===== config.mk =====
export PLATFORM = sky130hd
export DESIGN_NAME = la_sel_ctrl
export DESIGN_NICKNAME = d
export VERILOG_FILES = /design/src/rtl/la_ctrl_pkg.sv /design/src/rtl/la_dwell_timer.sv /design/src/rtl/la_sel_ctrl.sv
export SDC_FILE = /design/constraint.sdc
export NUM_CORES = 1
export LEC_CHECK = 0
export CAP_MARGIN = 20
export CORE_ASPECT_RATIO = 1.5
export CORE_UTILIZATION = 40
export CTS_CLUSTER_DIAMETER = 150
export DETAILED_ROUTE_END_ITERATION = 12
export PLACE_DENSITY = 0.78
export SETUP_SLACK_MARGIN = 0.3
export SYNTH_ARGS = -nofsm -noshare
export SYNTH_HDL_FRONTEND = slang
export SYNTH_HIERARCHICAL = 1
export SYNTH_SLANG_ARGS = --single-unit

===== constraint.sdc =====
create_clock -name clk -period 1.76 [get_ports clk]
set_clock_uncertainty 0.15 [all_clocks]
set_input_delay 0.352 -clock clk [delete_from_list [all_inputs] [get_ports clk]]
set_output_delay 0.352 -clock clk [all_outputs]
set_load 0.01 [all_outputs]

===== src/rtl/la_ctrl_pkg.sv =====
// Shared types for the logic-analyzer select controller: FSM states, select width
// and the scan-order helper.
package la_ctrl_pkg;

  localparam int LA_SEL_W = 4;

  typedef enum logic [1:0] {
    LA_IDLE,
    LA_BLANK,
    LA_COMMIT
  } la_state_t;

  // Next slot in scan order, wrapping from the last team back to slot 0.
  function automatic logic [LA_SEL_W-1:0] la_next_slot(input logic [LA_SEL_W-1:0] cur,
                                                       input int num_teams);
    if (int'(cur) >= num_teams) begin
      return '0;
    end
    return cur + 1'b1;
  endfunction

endpackage


===== src/rtl/la_dwell_timer.sv =====
// Dwell counter for auto-scan: counts enabled cycles and flags the last cycle of a
// dwell period. A dwell of 0 behaves like 1. Clear or disable returns the count to 0.
module la_dwell_timer #(
  parameter int DWELL_W = 16
) (
  input  logic               clk,
  input  logic               nrst,
  input  logic               en_i,
  input  logic               clr_i,
  input  logic [DWELL_W-1:0] dwell_i,
  output logic               expire_o
);

  logic [DWELL_W-1:0] cnt_q;
  logic [DWELL_W-1:0] cnt_d;
  logic [DWELL_W-1:0] last_cnt;

  assign last_cnt = (dwell_i == '0) ? '0 : dwell_i - 1'b1;
  assign expire_o = en_i && !clr_i && (cnt_q == last_cnt);

  always_comb begin
    cnt_d = cnt_q;
    if (clr_i || !en_i || expire_o) begin
      cnt_d = '0;
    end else begin
      cnt_d = cnt_q + 1'b1;
    end
  end

  always_ff @(posedge clk or negedge nrst) begin
    if (!nrst) begin
      cnt_q <= '0;
    end else begin
      cnt_q <= cnt_d;
    end
  end

endmodule


===== src/rtl/la_sel_ctrl.sv =====
// Logic-analyzer select controller: blanks la_valid around every select change so the
// consumer never samples a half-switched mux. Auto-scan is built only with LA_SEL_SCAN_EN.
module la_sel_ctrl
  import la_ctrl_pkg::*;
#(
  parameter int NUM_TEAMS    = 12,
  parameter int BLANK_CYCLES = 4,
  parameter int DWELL_W      = 16
) (
  input  logic                clk,
  input  logic                nrst,
  input  logic                cfg_wr_en,
  input  logic [LA_SEL_W-1:0] cfg_sel,
  input  logic                cfg_scan_en,
  input  logic [DWELL_W-1:0]  cfg_dwell,
  input  logic                err_clr,
  output logic [LA_SEL_W-1:0] la_sel,
  output logic                la_valid,
  output logic                busy,
  output logic                sel_err
);

  localparam int BCW = (BLANK_CYCLES > 1) ? $clog2(BLANK_CYCLES) : 1;
  localparam logic [BCW-1:0] BLANK_LAST = BCW'(BLANK_CYCLES - 1);

  la_state_t           state_q, state_d;
  logic [BCW-1:0]      blank_cnt_q, blank_cnt_d;
  logic [LA_SEL_W-1:0] sel_q, sel_d;
  logic [LA_SEL_W-1:0] tgt_q, tgt_d;
  logic [LA_SEL_W-1:0] pend_q, pend_d;
  logic                pend_v_q, pend_v_d;
  logic                err_q, err_d;

  logic                wr_ok;
  logic                wr_bad;
  logic                req_v;
  logic [LA_SEL_W-1:0] req_sel;
  logic                scan_step;

  assign wr_bad  = cfg_wr_en && (int'(cfg_sel) > NUM_TEAMS);
  assign wr_ok   = cfg_wr_en && !wr_bad;
  // A fresh write is newer than anything parked in pending, so it takes precedence.
  assign req_v   = wr_ok || pend_v_q;
  assign req_sel = wr_ok ? cfg_sel : pend_q;

`ifdef LA_SEL_SCAN_EN
  la_dwell_timer #(
    .DWELL_W (DWELL_W)
  ) u_dwell (
    .clk      (clk),
    .nrst     (nrst),
    .en_i     ((state_q == LA_IDLE) && cfg_scan_en),
    .clr_i    (req_v),
    .dwell_i  (cfg_dwell),
    .expire_o (scan_step)
  );
`else
  logic unused_scan_cfg;
  assign unused_scan_cfg = cfg_scan_en ^ (^cfg_dwell);
  assign scan_step       = 1'b0;
`endif

  always_comb begin
    state_d     = state_q;
    blank_cnt_d = blank_cnt_q;
    sel_d       = sel_q;
    tgt_d       = tgt_q;
    pend_d      = pend_q;
    pend_v_d    = pend_v_q;
    err_d       = err_q;

    if (wr_bad) begin
      err_d = 1'b1;
    end else if (err_clr) begin
      err_d = 1'b0;
    end

    case (state_q)
      LA_IDLE: begin
        blank_cnt_d = '0;
        if (req_v) begin
          pend_v_d = 1'b0;
          if (req_sel != sel_q) begin
            tgt_d   = req_sel;
            state_d = LA_BLANK;
          end
        end else if (scan_step) begin
          tgt_d   = la_next_slot(sel_q, NUM_TEAMS);
          state_d = LA_BLANK;
        end
      end
      LA_BLANK: begin
        if (wr_ok) begin
          pend_d   = cfg_sel;
          pend_v_d = 1'b1;
        end
        // The select is loaded on the way into COMMIT so it is already stable
        // during the COMMIT cycle, one cycle before la_valid returns.
        if (blank_cnt_q == BLANK_LAST) begin
          sel_d   = tgt_q;
          state_d = LA_COMMIT;
        end else begin
          blank_cnt_d = blank_cnt_q + 1'b1;
        end
      end
      LA_COMMIT: begin
        if (wr_ok) begin
          pend_d   = cfg_sel;
          pend_v_d = 1'b1;
        end
        state_d = LA_IDLE;
      end
      default: begin
        state_d = LA_IDLE;
      end
    endcase
  end

  always_ff @(posedge clk or negedge nrst) begin
    if (!nrst) begin
      state_q     <= LA_IDLE;
      blank_cnt_q <= '0;
      sel_q       <= '0;
      tgt_q       <= '0;
      pend_q      <= '0;
      pend_v_q    <= 1'b0;
      err_q       <= 1'b0;
    end else begin
      state_q     <= state_d;
      blank_cnt_q <= blank_cnt_d;
      sel_q       <= sel_d;
      tgt_q       <= tgt_d;
      pend_q      <= pend_d;
      pend_v_q    <= pend_v_d;
      err_q       <= err_d;
    end
  end

  assign la_sel   = sel_q;
  assign la_valid = (state_q == LA_IDLE);
  assign busy     = !la_valid;
  assign sel_err  = err_q;

endmodule


==> flow_metrics.py <==
metrics = {
    "timing": {
        "rsz0062_at_grt": "yes",
        "fin_crit_ns": 1.875,
        "setup_viol": 6,
        "setup_ws_ns": -0.1149,
        "finalSetupTns_ns": -0.4332,
        "worstMarginPinSlew_ns": 0.2737,
        "whs_ns": 0.2073,
        "relSlewSlack_pct": 81.63,
        "period_share_pct": 106.5,
        "fmax_ghz": 0.5334,
        "slew_viol_final": 0,
        "final_hold_viol_count": 0,
    },
    "yosys": {
        "synth.cell_area_sq_um": 985.9,
        "yosysWarnings": 6,
        "ys_ff_latch": 18,
        "synth_seq_area_share_pct": 45.69,
        "syn_inst": 89,
        "syn_area_per_cell_sq_um": 11.08,
        "synth_cell_types": 31,
        "synth_nets": 117,
    },
    "die": {
        "die_h_um": 62.81,
        "die_area_sq_um": 2671,
        "row_count": 21,
        "core_sq_um": 2286,
        "start_util_pct": 43.13,
        "io_pins": 32,
        "dieWidth_um": 42.54,
    },
    "status": {
        "status": "complete, but fails checks",
        "violations": "setup timing",
    },
    "place": {
        "dp_hpwl_um": 1640,
        "gp_congestion": 0.8111,
        "dp_cells": 144,
        "pre_cts_ws_ns": -0.7577,
        "io_buffers": 14,
    },
    "grt": {
        "grt_max_degree": 19,
        "grt.total_usage_pct": 21.70,
        "grt_first_pass_wirelength_um": 4429,
        "antenna_found_initial": 0,
        "grt_pass1_vias": 953,
        "overflow": 0,
    },
    "routing": {
        "ant_nets": 0,
        "vias_per_cell": 5.569,
        "dr_total_vias": 930,
        "first_iter_violations": 32,
        "routed_wl_um": 2925,
        "first_pass_iters": 4,
        "wire_per_inst_um": 17.51,
        "drc": 0,
    },
    "critical_path": {
        "end_kind": "flip-flop",
        "startpoint": "cfg_sel[3]",
        "slowest_delay_ns": 0.39,
        "reg2reg_depth": 6,
        "critical_path_depth": 7,
        "cp-start-kind": "input pin",
        "crit_buf_inv": 1,
        "r2r_start": "pend_q[3]",
        "path_cells": "buf_2, and3_4, o32a_1, xnor2_2, nand4_2, nand2_2, mux2_4",
        "reg2reg_to": "tgt_q[0]",
        "critical_path.endpoint": "tgt_q[0]",
        "worstPathRequired_ns": 1.80,
        "cp.arrival_ns": 1.91,
        "worstSetupPathType": "input pin to flip-flop",
        "critPathMaxFanout": 4,
        "r2r_slack_ns": -0.10,
        "critical-path-top-delay-family": "simple AND/OR/NAND/NOR gates",
        "cpMaxStageDelayCell": "o32a_1",
    },
    "layout": {
        "final_common_cell": "buf_4",
        "layout.cells.non_filler": 167,
        "drive_above_1_share_pct": 59.72,
        "antennaDiodeCount": 0,
        "syn_to_final_growth_pct": 66.62,
        "final_cell_mix": "buf_4, dfrtp_1, buf_6",
        "nets": 173,
    },
    "power_and_ir_drop": {
        "finalPower_uw": 3035,
        "ir_drop_uv": 1104,
        "powerDensity_nw_per_um2": 1848,
        "p_leak_uw": 0.0007903,
    },
    "clock_tree": {
        "cts-htree-levels": 1,
        "cts_tree": "yes",
        "cts_buffers": 3,
        "cts_root_buf": "clkbuf_4",
        "clk_path_buf_depth": 2,
        "holdBufCountCts": 0,
        "cts_sinks": 18,
        "path_clk_slew_ns": 0.11,
        "worstSkewPairLatency_ns": 0.30,
    },
    "job": {
        "cap_violations": 0,
    },
    "min_path": {
        "worst_hold_path_type": "input pin to asynchronous set/reset pin",
    },
}
==> sequential cells by signal (all words and copies together), names as in the netlist <==
signal	flops
pend_q	4
state_q	2
tgt_q	4
blank_cnt_q	2
sel_err	1
pend_v_q	1
la_sel	4
==> power breakdown <==
group          leakage (uW)  internal (uW)  total [uW]  switching [uW]
Sequential         0.000226            593         717             125
Clock             0.0000210            126         264             137
Combinational      0.000544           1170        2050             880
==> timing repair <==
item,CTS,global route
setup endpoints to repair,21,18
hold endpoints to repair,0,0
pin swaps,9,10
setup buffers,12,7
resized for setup,62,27
==> logic make-up (layout without fill, tap and decap cells) <==
logic type / after synthesis / count (layout) / share of synthesized area, %
compound gates: 22 / 22 / 16.75
simple gates: 22 / 22 / 11.04
flops: 18 / 18 / 45.69
mux: 12 / 12 / 14.85
buf+inv: 7 / 62 / 2.664
xor+xnor: 5 / 5 / 5.204
fa+ha+maj: 3 / 3 / 3.808
==> worst min-delay path by stage <==
stage	depth (start not counted)	end	start
2_1_floorplan	0	blank_cnt_q[0]	nrst
3_3_place_gp	1	tgt_q[1]	tgt_q[1]
3_5_place_dp	1	tgt_q[3]	tgt_q[3]
4_1_cts	2	sel_err	nrst
5_1_grt	2	pend_v_q	nrst
6_report	2	sel_err	nrst
==> through the flow <==
| stage | instance area (sq um) | util (%) |
|---|---|---|
| floorplan | 989.7 | - |
| global placement | 1294 | 56.60 |
| detailed placement | 1294 | 56.60 |
| CTS | 1519 | 66.45 |
| global route | 1643 | 71.87 |
| finish | 1643 | 71.87 |
==> Yosys cell counts <==
| cell type | number | share of area, % |
|---|---|---|
| o21ai_2 | 1 | 0.89 |
| o21a_2 | 1 | 0.89 |
| nand2b_1 | 1 | 0.63 |
| a31oi_1 | 1 | 0.63 |
| dfrtp_1 | 18 | 46 |
| o22ai_1 | 2 | 1.3 |
| mux2_2 | 7 | 8.0 |
| o32a_1 | 1 | 1.0 |
| nor2_1 | 7 | 2.7 |
| a21oi_1 | 5 | 2.5 |
| mux2_4 | 3 | 4.6 |
| nor2b_1 | 1 | 0.63 |
| o21ai_0 | 5 | 2.5 |
| nand4_2 | 1 | 1.3 |
| o311a_1 | 1 | 1.0 |
| and3_2 | 1 | 0.76 |
| a21boi_2 | 1 | 1.1 |
| o32a_4 | 1 | 2.3 |
| ha_1 | 3 | 3.8 |
| o211ai_1 | 1 | 0.76 |
| mux2_1 | 2 | 2.3 |
| xor2_1 | 1 | 0.89 |
| nand2_1 | 7 | 2.7 |
| xnor2_2 | 1 | 1.7 |
| nand2_2 | 1 | 0.63 |
| a22o_1 | 2 | 1.8 |
| inv_1 | 6 | 2.3 |
| xnor2_1 | 3 | 2.7 |
| and3_1 | 2 | 1.3 |
| nor3_1 | 1 | 0.51 |
| inv_2 | 1 | 0.38 |
==> routing by layer <==
layer  track usage, %  vias up  share of wire [%]
met5                0        -                  0
met4            7.031        0                2.0
met3            2.023        6                2.8
met2            39.81       33                 55
met1            25.65      462                 41
li1                 -      429                  -
==> cell type report <==
type                            instances  area [sq um]
Timing Repair Buffer                   51         425.4
Multi-Input combinational cell         64         673.1
Sequential cell                        18         450.4
Clock buffer                            4         36.28
Tap cell                               23         28.78
Fill cell                             143         643.1
Inverter                                7         28.78
No activity file was read; power rests on OpenSTA's default activity.
